**config.mk**
```make
export PLATFORM = sky130hd
export DESIGN_NAME = lcd_write_sequencer
export DESIGN_NICKNAME = d
export VERILOG_FILES = /design/src/rtl/lcd_write_sequencer_pkg.sv /design/src/rtl/lcd_write_sequencer_fifo.sv /design/src/rtl/lcd_write_sequencer.sv
export SDC_FILE = /design/constraint.sdc
export NUM_CORES = 1
export LEC_CHECK = 0
export ABC_AREA = 1
export ABC_CLOCK_PERIOD_IN_PS = 7250
export CAP_MARGIN = 20
export CORE_MARGIN = 4
export CORE_UTILIZATION = 65
export DETAILED_ROUTE_END_ITERATION = 12
export PLACE_DENSITY = 0.95
export SLEW_MARGIN = 25
export SYNTH_ARGS = -nofsm -noshare
export SYNTH_HDL_FRONTEND = slang
export SYNTH_HIERARCHICAL = 1
export SYNTH_SLANG_ARGS = --single-unit
export TNS_END_PERCENT = 10
```
**constraint.sdc**
```tcl
create_clock -name clk -period 7.25 [get_ports clk]
set_input_delay 1.45 -clock clk [delete_from_list [all_inputs] [get_ports clk]]
set_output_delay 1.45 -clock clk [all_outputs]
set_load 0.02 [all_outputs]
```
**src/rtl/lcd_write_sequencer_pkg.sv**
```systemverilog
// Shared definitions for the LCD write sequencer: controller register
// offsets, command codes, FSM state type and the queued entry format.
package lcd_write_sequencer_pkg;

  localparam logic [7:0] LCD_REG_DATA   = 8'h00;
  localparam logic [7:0] LCD_REG_CMD    = 8'h01;
  localparam logic [7:0] LCD_REG_STATUS = 8'h02;

  localparam logic [7:0] LCD_CMD_CLEAR  = 8'h01;
  localparam logic [7:0] LCD_CMD_HOME   = 8'h02;
  localparam logic [7:0] LCD_CMD_DDRAM  = 8'h80;
  localparam logic [7:0] LCD_ROW1_BASE  = 8'h40;
  localparam logic [7:0] LCD_CHAR_NL    = 8'h0A;

  typedef enum logic [2:0] {
    ST_IDLE,
    ST_POLL_RD,
    ST_POLL_CHK,
    ST_WRITE,
    ST_GAP
  } lcd_state_e;

  // One queued item: rs=1 character, rs=0 command.
  typedef struct packed {
    logic       rs;
    logic [7:0] data;
  } lcd_entry_t;

  // Set-DDRAM-address command pointing at column 0 of the given row.
  function automatic lcd_entry_t ddram_cmd(input logic row);
    lcd_entry_t e;
    e.rs   = 1'b0;
    e.data = LCD_CMD_DDRAM | (row ? LCD_ROW1_BASE : 8'h00);
    return e;
  endfunction

endpackage

```
**src/rtl/lcd_write_sequencer_fifo.sv**
```systemverilog
// lcd_cmd_fifo: synchronous FIFO of {rs, data} entries with occupancy count.
// Ports: clk, rst_n (async active-low), push/push_data, pop/pop_data (head,
// show-ahead), full, empty, count. Push when full and pop when empty are ignored.
module lcd_cmd_fifo
  import lcd_write_sequencer_pkg::*;
#(
  parameter int unsigned DEPTH = 16
) (
  input  logic       clk,
  input  logic       rst_n,
  input  logic       push,
  input  lcd_entry_t push_data,
  input  logic       pop,
  output lcd_entry_t pop_data,
  output logic       full,
  output logic       empty,
  output logic [6:0] count
);

  localparam int unsigned AW = $clog2(DEPTH);

  lcd_entry_t    mem [DEPTH];
  logic [AW-1:0] wr_ptr;
  logic [AW-1:0] rd_ptr;
  logic          do_push;
  logic          do_pop;

  assign full     = (count == 7'(DEPTH));
  assign empty    = (count == '0);
  assign do_push  = push && !full;
  assign do_pop   = pop && !empty;
  assign pop_data = mem[rd_ptr];

  always_ff @(posedge clk) begin
    if (do_push) mem[wr_ptr] <= push_data;
  end

  always_ff @(posedge clk or negedge rst_n) begin
    if (!rst_n) begin
      wr_ptr <= '0;
      rd_ptr <= '0;
      count  <= '0;
    end else begin
      if (do_push) wr_ptr <= wr_ptr + AW'(1);
      if (do_pop)  rd_ptr <= rd_ptr + AW'(1);
      case ({do_push, do_pop})
        2'b10:   count <= count + 7'd1;
        2'b01:   count <= count - 7'd1;
        default: count <= count;
      endcase
    end
  end

endmodule

```
**src/rtl/lcd_write_sequencer.sv**
```systemverilog
// lcd_write_sequencer: queues characters/commands and writes them to a
// memory-mapped LCD controller, polling its busy bit before every write and
// tracking the cursor so line wraps and newlines emit DDRAM-address commands.
// Ports: clk, rst_n (async active-low); in_valid/in_ready/in_rs/in_data input
// stream; lcd_cs/we/rd/addr/wdata/rdata controller bus; fifo_count, idle,
// err (sticky busy timeout) and err_clr.
module lcd_write_sequencer
  import lcd_write_sequencer_pkg::*;
#(
  parameter int unsigned DEPTH         = 16,
  parameter int unsigned COLS          = 16,
  parameter int unsigned ROWS          = 2,
  parameter int unsigned TIMEOUT_POLLS = 65535
) (
  input  logic       clk,
  input  logic       rst_n,
  input  logic       in_valid,
  output logic       in_ready,
  input  logic       in_rs,
  input  logic [7:0] in_data,
  output logic       lcd_cs,
  output logic       lcd_we,
  output logic       lcd_rd,
  output logic [7:0] lcd_addr,
  output logic [7:0] lcd_wdata,
  input  logic [7:0] lcd_rdata,
  output logic [6:0] fifo_count,
  output logic       idle,
  output logic       err,
  input  logic       err_clr
);

  localparam logic [15:0] TMO    = 16'(TIMEOUT_POLLS);
  localparam logic [6:0]  COLS_W = 7'(COLS);

  lcd_state_e  state;
  lcd_entry_t  cur;
  lcd_entry_t  head;
  logic [5:0]  col;
  logic        row;
  logic        next_row;
  logic        wrap_pending;
  logic [15:0] poll_cnt;
  logic        fifo_full;
  logic        fifo_empty;
  logic        fifo_pop;
  logic        unused_rdata;

  assign unused_rdata = ^lcd_rdata[7:1];

  assign in_ready = !fifo_full;
  assign fifo_pop = (state == ST_IDLE) && !wrap_pending && !fifo_empty;
  assign idle     = (state == ST_IDLE) && fifo_empty && !wrap_pending;
  assign next_row = (ROWS == 2) ? ~row : 1'b0;

  lcd_cmd_fifo #(.DEPTH(DEPTH)) u_fifo (
    .clk       (clk),
    .rst_n     (rst_n),
    .push      (in_valid && in_ready),
    .push_data ({in_rs, in_data}),
    .pop       (fifo_pop),
    .pop_data  (head),
    .full      (fifo_full),
    .empty     (fifo_empty),
    .count     (fifo_count)
  );

  // Bus strobes are registered alongside the state transition, so each one
  // is high exactly while the FSM sits in the matching state.
  always_ff @(posedge clk or negedge rst_n) begin
    if (!rst_n) begin
      state        <= ST_IDLE;
      cur          <= '0;
      col          <= '0;
      row          <= 1'b0;
      wrap_pending <= 1'b0;
      poll_cnt     <= '0;
      err          <= 1'b0;
      lcd_cs       <= 1'b0;
      lcd_we       <= 1'b0;
      lcd_rd       <= 1'b0;
      lcd_addr     <= LCD_REG_DATA;
      lcd_wdata    <= '0;
    end else begin
      lcd_cs    <= 1'b0;
      lcd_we    <= 1'b0;
      lcd_rd    <= 1'b0;
      lcd_addr  <= LCD_REG_DATA;
      lcd_wdata <= '0;
      if (err_clr) err <= 1'b0;

      unique case (state)
        ST_IDLE: begin
          if (wrap_pending) begin
            cur          <= ddram_cmd(row);
            wrap_pending <= 1'b0;
            state        <= ST_POLL_RD;
            lcd_cs       <= 1'b1;
            lcd_rd       <= 1'b1;
            lcd_addr     <= LCD_REG_STATUS;
          end else if (!fifo_empty) begin
            if (head.rs && head.data == LCD_CHAR_NL) begin
              // Newline is consumed here; the address command follows next cycle.
              col          <= '0;
              row          <= next_row;
              wrap_pending <= 1'b1;
            end else begin
              cur      <= head;
              state    <= ST_POLL_RD;
              lcd_cs   <= 1'b1;
              lcd_rd   <= 1'b1;
              lcd_addr <= LCD_REG_STATUS;
            end
          end
        end
        ST_POLL_RD: state <= ST_POLL_CHK;
        ST_POLL_CHK: begin
          if (lcd_rdata[0]) begin
            poll_cnt <= poll_cnt + 16'd1;
            if (poll_cnt + 16'd1 == TMO) err <= 1'b1;
            state    <= ST_POLL_RD;
            lcd_cs   <= 1'b1;
            lcd_rd   <= 1'b1;
            lcd_addr <= LCD_REG_STATUS;
          end else begin
            poll_cnt  <= '0;
            state     <= ST_WRITE;
            lcd_cs    <= 1'b1;
            lcd_we    <= 1'b1;
            lcd_addr  <= cur.rs ? LCD_REG_DATA : LCD_REG_CMD;
            lcd_wdata <= cur.data;
          end
        end
        ST_WRITE: begin
          if (cur.rs) begin
            if ({1'b0, col} + 7'd1 >= COLS_W) begin
              col          <= '0;
              row          <= next_row;
              wrap_pending <= 1'b1;
            end else begin
              col <= col + 6'd1;
            end
          end else if (cur.data == LCD_CMD_CLEAR || cur.data == LCD_CMD_HOME) begin
            col          <= '0;
            row          <= 1'b0;
            wrap_pending <= 1'b0;
          end else if (cur.data[7]) begin
            row <= (ROWS == 2) ? cur.data[6] : 1'b0;
            col <= cur.data[5:0];
          end
          state <= ST_GAP;
        end
        ST_GAP:  state <= ST_IDLE;
        default: state <= ST_IDLE;
      endcase
    end
  end

endmodule
```
# After elaboration in Yosys (flattened, before gate mapping)
# Memory sizes are Yosys's and may differ from the RTL's.
# Index checks and enable logic that the tools add are counted.
# W data, S select, Z words.
[totals]
register_bits = 71
elab_cells = 123
n_memories = 1
ram_bits = 144
out_inout_bits = 29
inputBits = 21
[mem_list]
columns = ["memory", "words", "word_bits", "rd", "rd_ports_with_merged_regs", "wr", "line_no", "source"]
rows = [
  ["u_fifo.mem", 16, 9, 1, 0, 1, "lcd_write_sequencer_fifo.sv:22", "lcd_entry_t mem [DEPTH];"],
]
[op_classes]
n_reduce_logical = 21
eq_ne = 20
magnitude_cmp = 1
addsub = 7
n_bitwise = 1
mux = 56
[ops]
columns = ["cell", "n"]
rows = [
  ["$mux W6", 7],
  ["$mux W9", 3],
  ["$mux W1", 26],
  ["$add A16 B1 Y16 const B", 1],
  ["$eq A16 B16 Y1 const B", 1],
  ["$mux W16", 1],
  ["$mux W8", 2],
  ["$pmux W7 S2", 1],
  ["$ne A3 B3 Y1 const B", 4],
  ["$pmux W3 S4", 1],
  ["$pmux W6 S2", 1],
  ["$mux W2", 5],
  ["$mux W3", 3],
  ["$add A4 B1 Y4 const B", 2],
  ["$eq A8 B1 Y1 const B", 1],
  ["$eq A8 B2 Y1 const B", 1],
  ["$eq A8 B4 Y1 const B", 1],
  ["$logic_and A1 B1 Y1", 8],
  ["$ne A2 B2 Y1 const B", 4],
  ["$pmux W1 S2", 4],
  ["$add A6 B1 Y7 const B", 1],
  ["$add A7 B1 Y7 const B", 1],
  ["$eq A7 B5 Y1 const B", 1],
  ["$ge A7 B5 Y1 const B", 1],
  ["other kinds (20)", 25],
]

# Logic depth before layout (Yosys ltp)
# Gate-level depths: netlist of run 1.
# An unclocked memory read counts as a cell.
[depth]
word_depth = 7
ltp_mapped = 19
depth_no_buf = 17

# Hierarchy
# The synthesis of run 1 kept the hierarchy.
[by_module_without_submodules]
columns = ["module", "cells_each", "n_inst", "area_per_inst_um2", "seq_area_each_um2"]
rows = [
  ["lcd_cmd_fifo", 618, 1, 6791.5, 4699.5],
  ["lcd_write_sequencer", 350, 1, 2695.1, 1226.2],
]

# Worst setup path after synthesis of run 1
# No wires, ideal clock.
[synth_path]
path_kind = "input port to flip-flop"
startpoint = "input in_valid"
endpoint = "register u_fifo.count[6]"
required_ns = 7.131
stages = 12
setup_time_ns = 0.119
path_buffers = 1
t_arrival_ns = 3.045
setup_slack_ns = 4.086
cell_sequence = "inv_1 > nor2_1 > o21ai_1 > buf_2 > ha_1 > fa_1 > nand2_1 > nand2_1 > nand3_1 > nand3_1 > nand3_1 > nand2_1"
[synth_between]
elab_chain_cells = 4
elab_cells_between_ends = 6
[synth_rtl]
columns = ["element", "line_no", "source"]
rows = [
  ["start: declaration", "lcd_write_sequencer.sv:17", "input logic in_valid,"],
  ["$logic_and A1 B1 Y1 *", "lcd_write_sequencer.sv:59", ".push (in_valid && in_ready),"],
  ["$logic_and A1 B1 Y1 *", "lcd_write_sequencer_fifo.sv:30", "assign do_push = push && !full;"],
  ["$eq A2 B1 Y1 / $eq A2 B2 Y1 (equally long branches)", "lcd_write_sequencer_fifo.sv:46", "case ({do_push, do_pop})"],
  ["$pmux W7 S2 / $reduce_bool A2 Y1 (equally long branches)", "--", ""],
  ["end signal: assignment", "lcd_write_sequencer_fifo.sv:47", "2'b10: count <= count + 7'd1;"],
  ["end signal: assignment", "lcd_write_sequencer_fifo.sv:48", "2'b01: count <= count - 7'd1;"],
  ["end signal: assignment", "lcd_write_sequencer_fifo.sv:49", "default: count <= count;"],
  ["end: declaration", "lcd_write_sequencer_fifo.sv:17", "output logic [6:0] count"],
]
# Every way passes the cells marked *; elsewhere a longest branch is shown, timed or not.
# A chain may end at the register's enable or synchronous reset.

# Final worst setup path of run 1
[layout_path]
startpoint = "register u_fifo.count[1]"
endpoint = "output idle"
[layout_between]
elab_chain_cells = 3
[layout_rtl]
columns = ["element", "line_no", "source"]
rows = [
  ["$logic_not A7 Y1", "lcd_write_sequencer_fifo.sv:29", "assign empty = (count == '0);"],
  ["via fifo_empty", "lcd_write_sequencer.sv:45", "logic fifo_empty;"],
  ["$logic_and A1 B1 Y1 (2 in series)", "lcd_write_sequencer.sv:53", "assign idle = (state == ST_IDLE) && fifo_empty && !wrap_pending;"],
  ["end: declaration", "lcd_write_sequencer.sv:28", "output logic idle,"],
]
# The timed path passes the listed nets, and every way through them passes these cells.

==> impl_metrics.ini, run 1 <==
[setup_path]
cp.depth = 8
ff2ff_setup_slack_ns = 3.93
cp_top_family = buffers and inverters
rr_worst_depth = 16
crit_fanout = 5
critPathCaptureType = output port
max_stage_delay_ns = 0.63
critPathLaunchType = register
crit_slowest_cell = clkdlybuf4s50_1
path_cells = inv_1 -> nand4_1 -> inv_1 -> nand3_1 -> inv_1 -> nand2_1 -> nor2_1 -> clkdlybuf4s50_1
required_ns = 5.80
crit_top_cell = inv_1
arrival_ns = 2.61
critPathBufInv = 4
worst-setup-path-type = register to output port

[clock_tree]
cts_tree = built
postCtsHoldBufs = 0
insertion_delay_ns = 0.51
postCtsResizedCells = 0
numCtsBuffers = 22
clk_path_buf_depth = 3
cts.sinks = 208
cts_root_buf = clkbuf_16
clk_pin_slew_worst_paths_ns = 0.06
post_cts_buffers = 0
h-tree-depth = 1

[sta]
fin_ws_ns = 3.19
final_max_slew_viol_count = 0
min_period_ns = 4.06
slew_headroom_pct = 39.4
tns_ns = 0
timing.final.crit_share_pct = 56.0
max_freq_ghz = 0.246
setup_viol = 0
rsz0062_at_grt = no
worst_pin_slew_ns = 0.906
hold_viol = 0
fin_skew_ns = 0.0162

[global_routing]
grt-ovfl-total = 0
track_usage_pct = 26.5
grt_max_degree = 76
grt_pass1_wl_mm = 34.9
antenna_found_initial = 0
grt_pass1_vias = 6967

[synthesis]
synth_top_cells_by_count = nand2_1, edfxtp_1, nor2_1, nand3_1, inv_1
ys_ff_latch = 208
synthArstFlopShare_pct = 30.8
ys_types = 37
netlist_instances = 968
yosys_warnings = 6
ys_seq_area_share_pct = 62.5
synthFlopType = edfxtp_1
postSynthAreaPerCell_um2 = 9.80
synth_top_area_share_pct = 45.6
synth.most_common_cell = nand2_1
synth.area.top_cells = edfxtp_1, dfrtp_1, nand2_1
synth-edff-count = 144
synth_largest_area_cell = edfxtp_1
netlist_area_um2 = 9490

[place]
portBuffers = 36
placed_area_um2 = 9940
post-place-ws_ns = 3.14
hpwl_mm = 13.3
gp_congestion = 0.894

[die]
core_area_um2 = 14100
ioPinCount = 50
initial_core_util_pct = 67.3
rows = 43
fp.dieW_um = 129
dieArea_um2 = 16600
dieHeight_um = 129

[run_status]
outcome = complete, no violations

[cells_and_area]
fin_nets = 1036
fin_util_pct = 76.3
final_cell_area_um2 = 10700
diodes = 0
syn2layout_area_growth_pct = 13.3
drive_gt1_share_pct = 8.86

[worst_hold_path]
min_path_cells = 2
hold_path_class = register to register

[power]
p_per_area_nw_per_um2 = 405
peakVddDrop_mv = 0.266
power.leakage_nw = 4.29
finalPower_mw = 4.35

[detailed_routing]
drtPass1Iterations = 7
drc_errors = 0
drt_iter0_markers = 941
drtAntennaViolNets = 0
avgViaCountPerCell = 6.03
vias = 7213
drt_wl_total_mm = 21.7
wl_per_cell_um = 18.2

[job]
cap_violations = 0
## sequential cells by signal, indices dropped and copies added, names as in the netlist
register / count
state: 3
col: 6
err: 1
u_fifo/mem: 144
row: 1
lcd_we: 1
lcd_addr: 2
wrap_pending: 1
lcd_wdata: 8
poll_cnt: 16
u_fifo/rd_ptr: 4
u_fifo/count: 7
cur: 9
lcd_cs: 1
u_fifo/wr_ptr: 4
## final timing paths
kind | end | start
hold / removal | col[5] | col[5]
max in group asynchronous | u_fifo/rd_ptr[0] | rst_n
hold reg to reg | col[5] | col[5]
min in group asynchronous | lcd_wdata[4] | rst_n
setup reg to reg | cur[7] | u_fifo/rd_ptr[0]
setup / recovery | idle | u_fifo/count[1]
## cells by family after synthesis
kind of cell               synth area share (%)
and+or+nand+nor                            22.9
DFF                                        62.5
AOI/OAI and AO/OA                          6.49
buffers and inverters                      5.32
adders and majority gates                  2.06
xor gates and xnor gates                  0.739
other                                    0.0395
## cell usage in the layout, fill, tap and decap left out, types with 5 or more instances in the layout
| master | count |
|---|---|
| a21oi_1 | 28 |
| clkbuf_16 | 22 |
| clkdlybuf4s50_1 | 35 |
| clkinv_1 | 8 |
| conb_1 | 6 |
| dfrtp_1 | 63 |
| edfxtp_1 | 144 |
| ha_1 | 14 |
| inv_1 | 65 |
| inv_2 | 9 |
| nand2_1 | 250 |
| nand2_2 | 6 |
| nand3_1 | 68 |
| nand4_1 | 9 |
| nor2_1 | 132 |
| nor2_2 | 5 |
| nor2_4 | 5 |
| nor3_2 | 16 |
| o21ai_0 | 47 |
| o21ai_1 | 24 |
| o22ai_1 | 14 |
| xnor2_1 | 5 |
## worst register-to-register path: stages (launching register included)
cell     delay (ns)
dfrtp_2        0.39
buf_4          0.35
inv_4          0.69
nand2_1        0.14
nand3_1        0.12
nand2_1        0.06
a21oi_1        0.22
nand2_1        0.15
nand2_1        0.13
nor2_1         0.05
nand3_1        0.11
nor2_1         0.06
nand2_1        0.08
nand2_1        0.09
nor2_4         0.31
o21ai_0        0.16
o21ai_0        0.11
## stage by stage
step                      hold slack [ns]  cells
after floorplan                     0.459    973
after global placement              0.478   1156
after detailed placement            0.492   1156
after CTS                           0.507   1196
after global routing                0.545   1196
final                               0.508   1196
## final cells by class
class                   instances  area (um^2)
flip-flops and latches        208         5930
fillers                       836         3350
multi-input cells             650         3170
clock buffers                  26          566
repair buffers                 39          378
inverters                      79          299
well taps                     180          225
clock inverters                14          188
## power breakdown
group	internal (mW)	total [mW]	leakage, nW	switching [mW]
Combinational	0.487	1.61	1.78	1.13
Clock	0.704	1.15	0.368	0.443
Sequential	1.46	1.59	2.14	0.126
## routing by layer
layer / global-route usage [%] / vias up / wire, um
met5: 0 / - / 0
met4: 10.7 / 0 / 857
met3: 5.69 / 87 / 2070
met2: 43.5 / 474 / 10500
met1: 34.8 / 3356 / 8250
li1: - / 3296 / -
(Power assumes the default switching activity.)
==> run 2: changes to the inputs <==
--- a/config.mk
+++ b/config.mk
@@ -6,12 +6,12 @@
 export NUM_CORES = 1
 export LEC_CHECK = 0
 export ABC_AREA = 1
-export ABC_CLOCK_PERIOD_IN_PS = 7250
+export ABC_CLOCK_PERIOD_IN_PS = 4190
 export CAP_MARGIN = 20
 export CORE_MARGIN = 4
-export CORE_UTILIZATION = 65
+export CORE_UTILIZATION = 60
 export DETAILED_ROUTE_END_ITERATION = 12
-export PLACE_DENSITY = 0.95
+export PLACE_DENSITY = 0.91
 export SLEW_MARGIN = 25
 export SYNTH_ARGS = -nofsm -noshare
 export SYNTH_HDL_FRONTEND = slang
==> constraint.sdc (replaced) <==
create_clock -name clk -period 4.19 [get_ports clk]
set_input_delay 0.838 -clock clk [delete_from_list [all_inputs] [get_ports clk]]
set_output_delay 0.838 -clock clk [all_outputs]
set_load 0.02 [all_outputs]
==> run 2 against run 1 <==
Non-clock buffer count grew 18. Combinational power rose by 67%. Routed wire length decreased by 0.88%. Die area up 7.8%. Cell area grew 0.48%. Clock power rose by 68%. First-iteration DRC count down 4.6%. Register-to-register slack got worse by 2.9 ns. Sequential cell count unchanged. Sequential share of layout area decreased by 0.26 points. Via count decreased by 1.3%. Final cell count increased by 4.1%. Largest power group is now registers. Highest routed layer unchanged.
==> impl_metrics.ini, run 2 (synthesized netlist as in run 1, its figures left out) <==
[global_routing]
grt_pass1_wl_mm = 34.6
grt-ovfl-total = 0
met2_usage_pct = 40.9
grtUsageMet1_pct = 32.0
grt_pass1_vias = 6956
grt_max_degree = 75
met3_usage_pct = 4.00
antenna_found_initial = 0
top_usage_layer = met2
track_usage_pct = 24.3

[sta]
fin_ws_ns = 0.768
setup_viol = 0
holdWs_ns = 0.346
timing.final.crit_share_pct = 81.7
final_max_slew_viol_count = 0
fin_skew_ns = 0.0215
tns_ns = 0
hold_viol = 0
worst_pin_slew_ns = 1.03
max_freq_ghz = 0.292
min_period_ns = 3.42
rsz0062_at_grt = no
slew_headroom_pct = 31.5

[setup_path]
critPathBufInv = 4
required_ns = 3.35
arrival_ns = 2.58
worst-setup-path-type = register to output port
path_cells = inv_1 -> nand4_1 -> inv_1 -> nand3_1 -> inv_1 -> nand2_1 -> nor2_1 -> clkdlybuf4s50_1
crit_fanout = 5
cp.depth = 8
max_stage_delay_ns = 0.63
cp_top_family = buffers and inverters
critPathLaunchType = register
crit_top_cell = inv_1
rr_worst_depth = 14
crit_slowest_cell = clkdlybuf4s50_1
critPathCaptureType = output port

[cells_and_area]
syn2layout_area_growth_pct = 13.8
drive_gt1_share_pct = 8.70
final-instance-count-excl-fill = 1245
layout_common_cells = nand2_1, edfxtp_1, nor2_1
multiInputGateArea_um2 = 3080
nFillCells = 1036
final_common_cell = nand2_1
final_cell_area_um2 = 10800
seq_area_um2 = 5930
largest_register = u_fifo/mem
top_regs = u_fifo/mem (144), poll_cnt (16), cur (9)
largest_register_ffs = 144
diodes = 0
fin_nets = 1054
fin_util_pct = 70.3

[die]
rows = 45
dieHeight_um = 134
initial_core_util_pct = 61.7
fp.dieW_um = 134
dieArea_um2 = 17900
core_area_um2 = 15400
ioPinCount = 50

[detailed_routing]
drt_wl_total_mm = 21.5
drtPass1Iterations = 6
drc_errors = 0
wl_per_cell_um = 17.3
drt_iter0_markers = 898
drtAntennaViolNets = 0
vias = 7116
avgViaCountPerCell = 5.72

[clock_tree]
cts_root_buf = clkbuf_16
numCtsBuffers = 22
cts.sinks = 208
postCtsResizedCells = 0
postCtsHoldBufs = 0
cts_tree = built
h-tree-depth = 1
insertion_delay_ns = 0.51
clk_pin_slew_worst_paths_ns = 0.06
post_cts_buffers = 0
clk_path_buf_depth = 3

[power]
peakVddDrop_mv = 0.501
power.leakage_nw = 4.35
finalPower_mw = 7.41
p_per_area_nw_per_um2 = 686

[place]
portBuffers = 36
gp_congestion = 0.861
dp.cells = 1205
hpwl_mm = 14.0
post-place-ws_ns = 1.07
placed_area_um2 = 10100

[job]
cap_violations = 0

[worst_hold_path]
hold_path_class = input port to asynchronous set/reset pin

[run_status]
outcome = complete, no violations
==> run 2: changes by cell type in the layout (fill, tap and decap cells not counted), sizes merged <==
cell	previous run	this run
bufinv	4	3
inv	75	76
clkinvlp	0	2
buf	4	22
clkbuf	26	25
clkinv	14	13
==> run 2: worst paths after layout <==
kind | from | to | slack (ns)
worst min register to register | row | row | 0.50
worst max-delay path | u_fifo/count[0] | idle | 0.77
worst min-delay path | rst_n | col[3] | 0.35
worst max register to register | u_fifo/rd_ptr[1] | cur[8] | 1.00
min in group clk | row | row | 0.50
max in group asynchronous | rst_n | u_fifo/rd_ptr[0] | 2.91
==> run 2: area by class of cell <==
class / instances / area share [%]
sequential: 208 / 54.9
multi-input combinational: 650 / 28.5
clock buffer: 25 / 5.20
timing repair buffer: 57 / 4.75
inverter: 79 / 2.75
tap: 211 / 2.44
clock inverter: 15 / 1.51
==> run 2: report_power, final <==
group	internal [mW]	leakage, nW	total, mW	switching [mW]
sequential	2.53	2.14	2.79	0.258
clock	1.15	0.346	1.93	0.779
combinational	0.860	1.86	2.69	1.83
==> run 2: routing by layer <==
layer,routed length (um),share of wire [%]
met3,1950,9.0
met5,0,0
met2,10500,49
met1,8290,38
met4,841,3.9
==> run 3: changes to the inputs <==
--- a/config.mk
+++ b/config.mk
@@ -6,12 +6,12 @@
 export NUM_CORES = 1
 export LEC_CHECK = 0
 export ABC_AREA = 1
-export ABC_CLOCK_PERIOD_IN_PS = 4190
+export ABC_CLOCK_PERIOD_IN_PS = 2930
 export CAP_MARGIN = 20
 export CORE_MARGIN = 4
-export CORE_UTILIZATION = 60
+export CORE_UTILIZATION = 54
 export DETAILED_ROUTE_END_ITERATION = 12
-export PLACE_DENSITY = 0.91
+export PLACE_DENSITY = 0.87
 export SLEW_MARGIN = 25
 export SYNTH_ARGS = -nofsm -noshare
 export SYNTH_HDL_FRONTEND = slang
==> constraint.sdc (replaced) <==
create_clock -name clk -period 2.93 [get_ports clk]
set_input_delay 0.586 -clock clk [delete_from_list [all_inputs] [get_ports clk]]
set_output_delay 0.586 -clock clk [all_outputs]
set_load 0.02 [all_outputs]
==> run 3 against run 2 <==
Critical path depth decreased by 1. Clock-buffer cell count increased by 4. Core utilization fell by 7.2 points. Hold slack worse by 0.10 ns. First-iteration DRC count fell by 23%. Setup slack worse by 0.57 ns. Cell area up 0.61%. Clock skew decreased by 0.013 ns. Sequential cell count unchanged. Routed wire length shrank 0.85%. Via count decreased by 1.6%. Critical endpoint is now in_ready. Largest cell class unchanged.
==> impl_metrics.ini, run 3 (synthesized netlist as in run 1, its figures left out) <==
[sta]
hold_viol = 0
fin_ws_ns = 0.199
worst_pin_slew_ns = 0.812
setup_viol = 0
slew_headroom_pct = 45.9
max_freq_ghz = 0.366
timing.final.crit_share_pct = 93.2
tns_ns = 0
min_period_ns = 2.73
fin_skew_ns = 0.00880
final_max_slew_viol_count = 0
rsz0062_at_grt = no

[die]
rows = 48
core_area_um2 = 17200
fp.dieW_um = 141
initial_core_util_pct = 55.0
dieHeight_um = 141
dieArea_um2 = 19800
ioPinCount = 50

[cells_and_area]
fin_nets = 1063
nFillCells = 1289
final_common_cell = nand2_1
syn2layout_area_growth_pct = 14.5
top_regs = u_fifo/mem (144), poll_cnt (16), cur (9)
largest_register_ffs = 144
layout_common_cells = nand2_1, edfxtp_1, nor2_1
diodes = 0
final_cell_area_um2 = 10900
largest_register = u_fifo/mem
drive_gt1_share_pct = 9.96

[global_routing]
antenna_found_initial = 0
grt_pass1_vias = 6876
grt-ovfl-total = 0
grt_max_degree = 65
grt_pass1_wl_mm = 34.4
track_usage_pct = 21.6

[setup_path]
worst-setup-path-type = register to output port
crit_slowest_cell = clkdlybuf4s50_1
arrival_ns = 2.15
critPathCaptureType = output port
path_cells = inv_1 -> nand4_1 -> inv_1 -> nand3_1 -> inv_1 -> inv_1 -> clkdlybuf4s50_1
required_ns = 2.34
max_stage_delay_ns = 0.53
crit_fanout = 4
cp_top_family = buffers and inverters
critPathBufInv = 5
critPathLaunchType = register
crit_top_cell = inv_1

[detailed_routing]
vias = 7002
wl_per_cell_um = 16.8
drtAntennaViolNets = 0
drc_errors = 0
avgViaCountPerCell = 5.52
drtPass1Iterations = 6
drt_wl_total_mm = 21.3
drt_iter0_markers = 691

[clock_tree]
insertion_delay_ns = 0.52
cts_tree = built
post_cts_buffers = 0
h-tree-depth = 1
clk_pin_slew_worst_paths_ns = 0.06
postCtsHoldBufs = 0
numCtsBuffers = 23
cts_root_buf = clkbuf_16
cts.sinks = 208
postCtsResizedCells = 1
clk_path_buf_depth = 3

[worst_hold_path]
hold_path_class = input port to asynchronous set/reset pin

[run_status]
outcome = complete, no violations

[power]
power.leakage_nw = 4.39
p_per_area_nw_per_um2 = 970
finalPower_mw = 10.5
peakVddDrop_mv = 0.585

[place]
post-place-ws_ns = 0.236
portBuffers = 36
gp_congestion = 0.861
hpwl_mm = 13.7
placed_area_um2 = 10200

[job]
cap_violations = 0
run 3: cell type report:
cell class | count | area [um^2] | share of cell area (%)
clock buffer | 29 | 608 | 5.60
clock inverter | 13 | 82.6 | 0.760
inverter | 79 | 297 | 2.73
multi-input combinational | 650 | 3080 | 28.3
sequential | 208 | 5930 | 54.5
tap | 225 | 282 | 2.59
timing repair buffer | 65 | 593 | 5.46
run 3: where the power goes:
group	total [mW]	internal, mW	switching, mW
combinational	3.98	1.33	2.65
clock	2.64	1.48	1.15
sequential	3.92	3.62	0.303
total	10.5	6.43	4.11
run 3: path summary, 6_finish.rpt:
kind / slack, ns / cells past startpoint / from / to
setup / recovery: 0.20 / 7 / u_fifo/count[1] / in_ready
hold / removal: 0.25 / 2 / rst_n / col[1]
setup reg to reg: 0.31 / 16 / u_fifo/count[1] / u_fifo/count[6]
hold reg to reg: 0.51 / 2 / col[5] / col[5]
max in group asynchronous: 2.11 / 2 / rst_n / u_fifo/rd_ptr[0]
min in group clk: 0.51 / 2 / col[5] / col[5]
run 3: metal layers:
metal / vias up / global-route usage (%) / wire [um]
met3: 54 / 3.11 / 1520
met1: 3315 / 27.7 / 8400
met2: 289 / 38.1 / 10800
met5: - / 0 / 0
li1: 3344 / - / -
met4: 0 / 6.63 / 599
run 3: through the flow:
step                      utilization, %  std cells  hold slack [ns]
final                               63.0       1269            0.246
after CTS                           63.1       1269            0.277
after global placement              59.1       1227            0.481
after detailed placement            59.1       1227            0.488
after global routing                63.0       1269            0.329
after floorplan                        -        973            0.290
